$ cat src/rtl/ras_driver.sv
// ras_driver: decodes RV32 calls/returns into RAS push/pop ops, tracks in-flight ops
// per speculative stage, forwards commit/flush and registers the popped return target.
module ras_driver #(
   parameter int STAGES           = 2,
   parameter int WIDTH            = 31,
   parameter int SCRATCHPAD_DEPTH = 16
) (
   input  logic              clk,
   input  logic              rst_ni,
   input  logic              if_valid_i,
   output logic              if_ready_o,
   input  logic [WIDTH:0]    if_pc_i,
   input  logic [31:0]       if_instr_i,
   input  logic [STAGES-1:0] commit_i,
   input  logic [STAGES-1:0] flush_i,
   output logic              ras_push_o,
   output logic              ras_pop_o,
   output logic [WIDTH-1:0]  ras_din_o,
   output logic [STAGES-1:0] ras_commit_o,
   output logic [STAGES-1:0] ras_flush_o,
   output logic              ras_rst_o,
   input  logic [WIDTH-1:0]  ras_dout_i,
   input  logic              ras_valid_i,
   output logic              pred_valid_o,
   output logic [WIDTH:0]    pred_target_o
);
   localparam int CW = $clog2(SCRATCHPAD_DEPTH) + 1;
   localparam int PW = WIDTH + 1;
   typedef enum logic [1:0] {RESET, RUN, RECOVER} state_t;
   state_t            r_state, w_next;
   logic [CW-1:0]     r_cnt [STAGES];
   logic              r_pred_valid;
   logic [WIDTH:0]    r_pred_target;
   logic [4:0]        w_rd, w_rs1;
   logic              w_rd_link, w_rs1_link, w_jal, w_jalr, w_push, w_pop, w_fire, w_run, w_any_flush;
   logic [WIDTH:0]    w_pc4;
   logic [STAGES-1:0] w_mask, w_commit, w_inc;
   assign w_rd        = if_instr_i[11:7];
   assign w_rs1       = if_instr_i[19:15];
   assign w_rd_link   = (w_rd == 5'd1) || (w_rd == 5'd5);
   assign w_rs1_link  = (w_rs1 == 5'd1) || (w_rs1 == 5'd5);
   assign w_jal       = if_instr_i[6:0] == 7'b1101111;
   assign w_jalr      = (if_instr_i[6:0] == 7'b1100111) && (if_instr_i[14:12] == 3'b000);
   // every JAL/JALR that writes a link register pushes; a differing link rs1 additionally pops
   assign w_push      = (w_jal || w_jalr) && w_rd_link;
   assign w_pop       = w_jalr && w_rs1_link && (!w_rd_link || (w_rd != w_rs1));
   assign w_run       = r_state == RUN;
   assign w_any_flush = |flush_i;
   assign if_ready_o  = w_run && !((r_cnt[0] == CW'(SCRATCHPAD_DEPTH)) && !commit_i[0]);
   assign w_fire      = if_valid_i && if_ready_o;
   assign ras_push_o  = w_fire && w_push;
   assign ras_pop_o   = w_fire && w_pop;
   assign w_pc4       = if_pc_i + PW'(4);
   assign ras_din_o   = w_pc4[WIDTH:1];
   assign ras_rst_o   = r_state == RESET;
   assign ras_flush_o = ras_rst_o ? '0 : w_mask;
   assign ras_commit_o = w_commit;
   assign w_inc       = (w_commit << 1) | STAGES'(ras_push_o || ras_pop_o);
   assign pred_valid_o  = r_pred_valid;
   assign pred_target_o = r_pred_target;
   // a flush of stage k wipes every younger stage as well
   always_comb begin
      w_mask   = '0;
      w_commit = '0;
      for (int j = 0; j < STAGES; j++) begin
         w_mask[j]   = |(flush_i >> j);
         w_commit[j] = w_run && commit_i[j] && (r_cnt[j] != '0) && !w_mask[j];
      end
   end
   always_comb begin
      w_next = RUN;
      if (!ras_rst_o && w_any_flush) w_next = RECOVER;
   end
   always_ff @(posedge clk or negedge rst_ni) begin
      if (!rst_ni) begin
         r_state       <= RESET;
         r_pred_valid  <= 1'b0;
         r_pred_target <= '0;
         for (int i = 0; i < STAGES; i++) r_cnt[i] <= '0;
      end else begin
         r_state      <= w_next;
         r_pred_valid <= ras_pop_o && ras_valid_i && !w_any_flush;
         if (ras_pop_o) r_pred_target <= {ras_dout_i, 1'b0};
         for (int i = 0; i < STAGES; i++)
            r_cnt[i] <= w_mask[i] ? '0 : r_cnt[i] + CW'(w_inc[i]) - CW'(w_commit[i]);
      end
   end
endmodule
$ cat config.mk
export PLATFORM = sky130hd
export DESIGN_NAME = ras_driver
export DESIGN_NICKNAME = d
export VERILOG_FILES = /design/src/rtl/ras_driver.sv
export SDC_FILE = /design/constraint.sdc
export NUM_CORES = 1
export LEC_CHECK = 0
export BUFFER_PORTS_ARGS = -buffer_cell sky130_fd_sc_hd__buf_2
export CAP_MARGIN = 20
export CORE_UTILIZATION = 37
export CTS_CLUSTER_SIZE = 14
export DETAILED_ROUTE_END_ITERATION = 8
export PLACE_DENSITY = 0.85
export SYNTH_ARGS = -nofsm -noshare
export SYNTH_HDL_FRONTEND = slang
export SYNTH_SLANG_ARGS = --single-unit
$ cat constraint.sdc
create_clock -name clk -period 2.5 [get_ports clk]
set_input_delay 0.25 -clock clk [delete_from_list [all_inputs] [get_ports clk]]
set_output_delay 0.25 -clock clk [all_outputs]
set_load 0.1 [all_outputs]
==> metrics.txt <==
status=finished with violations; failing checks=negative setup slack; most numerous cell in the Yosys netlist=dfrtp_1; layout cells sized above 1=65.49%; worst setup path class=reg -> reg; most frequent CP cell=ha_4; GR met3 Demand/Resource=2.799%; Overflow after GRT=0; Mapped Cells=238; Worst R2R Start=r_cnt[7]; initial antenna violation count=0; largest net degree at the start of global routing=45; CTS HTree Levels=2; YS warnings=0; TritonRoute pass-1 iters=4; critical path arrival=3.03 ns; Slew Limit Fails=0; CP peak stage delay=0.41 ns; worst-case clock buffer depth=2; DP HPWL=5611 um; full die area=7851 um2; Rel. slew slack=34.87%; CTS tree=yes; unique cell type count in the Yosys netlist=43; Yosys top cell by area=dfrtp_1; Worst Max-Slew Pin Slew=0.9770 ns; ranking of synthesized cells by area=dfrtp_1 40%, mux2_4 15%, xnor2_1 8.8%; first-pass GRT wire length=10480 um; Clock Sinks=44; Finish-stage setup viols=5; post-synth top area share=39.68%; most frequent cells after synthesis=44 x dfrtp_1, 28 x mux2_4, 28 x xnor2_1; Worst Setup SP=r_cnt[7]; crit share post-route=112.2%; port bufs=158; Lkg Pwr=2.424 nW; grt peak-use layer=met2; Final min period=2.805 ns; Die Wd=88.61 um; PnR worst setup slack=-0.3052 ns; area grow syn2layout=60.32%; met1 Usage GRT=19.49%; ys async rst share=100.0%; fin area=4449 um2; placed cell areas=4144 um2; routability congestion estimate=0.8096; CP max-delay cell=or3b_4; Starting DRT DRC Count=83; Max IR drop VDD=0.0002650 V; reg2reg path depth=13; min-delay worst type=in -> async; number of diodes=0; Mean Syn Cell Area=11.66 um2; CP Launch Type=register; DR vias/cell=4.830; Final ANT Viol Nets=0; worst-skew pair later-pin latency=0.30 ns; setup TNS=-1.014 ns; Max Cap Viol=0; Global Route Usage Sum=17.20%; starting density of the core=38.26%; Synth Register Bits=44; Worst EP required=2.72 ns; EDFF count, synth=0; CTS root buffer=clkbuf_8; Mapped Area=2775 um2; Vias=2536; final core area utilization=61.34%; Power Dens Cells=456.6 nW/um2; Post-Route WL=7193 um; f_max=0.3565 GHz; met2 Usage GRT=32.52%; die height=88.61 um; DRC=0; fillers=567; register area share after synthesis=39.68%; Post-Synthesis Net Count=356; unrepaired setup endpoints after global routing=yes; post-placement setup slack=-0.4573 ns; Ports=175; Main synth FF type=dfrtp_1; Hold Violations, Final=0; Core ar.=7253 um2; Wirelength per Cell=13.70 um; vias in the first global route=2406; clk_skew=0.007537 ns; placement row count=31; crit path max fanout=3; crit path cell chain=inv_2 -> ha_4 -> or3b_4 -> o2111ai_4 -> buf_4 -> ha_4 -> inv_2 -> ha_4 -> fa_2 -> a21oi_2 -> nor2_1 -> or3_1 -> a21oi_1; CTS buffer count=5; Final nets=543; hold-fix buffers at CTS=0; CP Capture Type=register; clock slew at reported path FFs=0.08 ns
-- state kept, by name, indices dropped and copies added, names as in the netlist --
register,count
pred_valid_o,1
r_cnt,10
pred_target_o,31
r_state,2
-- cells by family (layout without fill, tap and decap cells) --
kind of cell,count (synthesis),after routing,synth area share [%]
other,1,1,0.1351
adder cells (fa/ha/maj),15,15,7.304
AO/OA/AOI/OAI,16,16,3.922
flip-flops,44,44,39.68
XOR/XNOR,36,36,11.36
AND/OR/NAND/NOR,73,73,15.83
multiplexers,31,31,16.37
buffers and inverters,22,210,5.410
-- report_power, final --
| group | internal, W | total (W) | switching [W] |
|---|---|---|---|
| clock | 0.000297 | 0.000537 | 0.000240 |
| sequential | 0.000734 | 0.000753 | 0.0000193 |
| combinational | 0.000260 | 0.000742 | 0.000482 |
-- metrics by stage --
stage,cells,hold slack [ns],power [W]
finish,525,0.1077,0.002032
detailed placement,507,0.4512,0.001503
floorplan,238,-0.04559,0.001276
global route,525,0.1607,0.002115
global placement,507,0.4438,0.001487
CTS,518,0.1272,0.002044
-- repair_timing --
action                     CTS  global route
buffers inserted             3             7
gates resized for setup     11            14
setup endpoints to repair    9             8
pin swaps                    1            12
-- critical path: cells and delay by family, from the launching register on --
kind	cells	cell delay, ns
adder cells (fa/ha/maj)	4	0.77
buffers and inverters	3	0.29
flip-flops	1	0.40
AND/OR/NAND/NOR	3	0.81
AO/OA/AOI/OAI	3	0.46
-- area by class of cell --
| cell class | instances | area (um2) | share of cell area [%] |
|---|---|---|---|
| Clock buffer | 6 | 72.57 | 1.631 |
| Clock inverter | 2 | 35.03 | 0.7874 |
| Inverter | 14 | 52.55 | 1.181 |
| Multi-Input combinational cell | 172 | 1832 | 41.17 |
| Sequential cell | 44 | 1101 | 24.75 |
| Tap cell | 99 | 123.9 | 2.784 |
| Timing Repair Buffer | 188 | 1232 | 27.70 |
-- layer usage --
| metal | vias to the layer above | wire length [um] |
|---|---|---|
| li1 | 1195 | - |
| met1 | 1225 | 2745 |
| met2 | 105 | 3973 |
| met3 | 11 | 375 |
| met4 | 0 | 99 |
| met5 | - | 0 |
-- path summary, 6_finish.rpt --
path,endpoint,slack (ns)
min,pred_target_o[11],0.11
min in group clk,pred_valid_o,0.16
max in group asynchronous,pred_target_o[22],1.78
min reg2reg,pred_target_o[31],0.50
max reg2reg,r_cnt[4],-0.31
max,r_cnt[4],-0.31
-- cells in the final DEF, fill, tap and decap left out, types with 3 or more instances in the layout --
master,instances
buf_2,143
dfrtp_1,44
buf_4,30
mux2_4,28
xnor2_2,17
buf_12,14
nand4_1,11
xnor2_1,11
nand3_1,10
nor2_1,10
inv_1,9
nand2_1,9
ha_1,7
inv_2,5
xor2_1,5
ha_4,5
clkbuf_8,5
nor3_1,4
and4_1,4
and3_1,4
a21oi_2,4
xor2_2,3
nor2b_1,3
mux2_2,3
No activity file was read; power rests on OpenSTA's default activity.
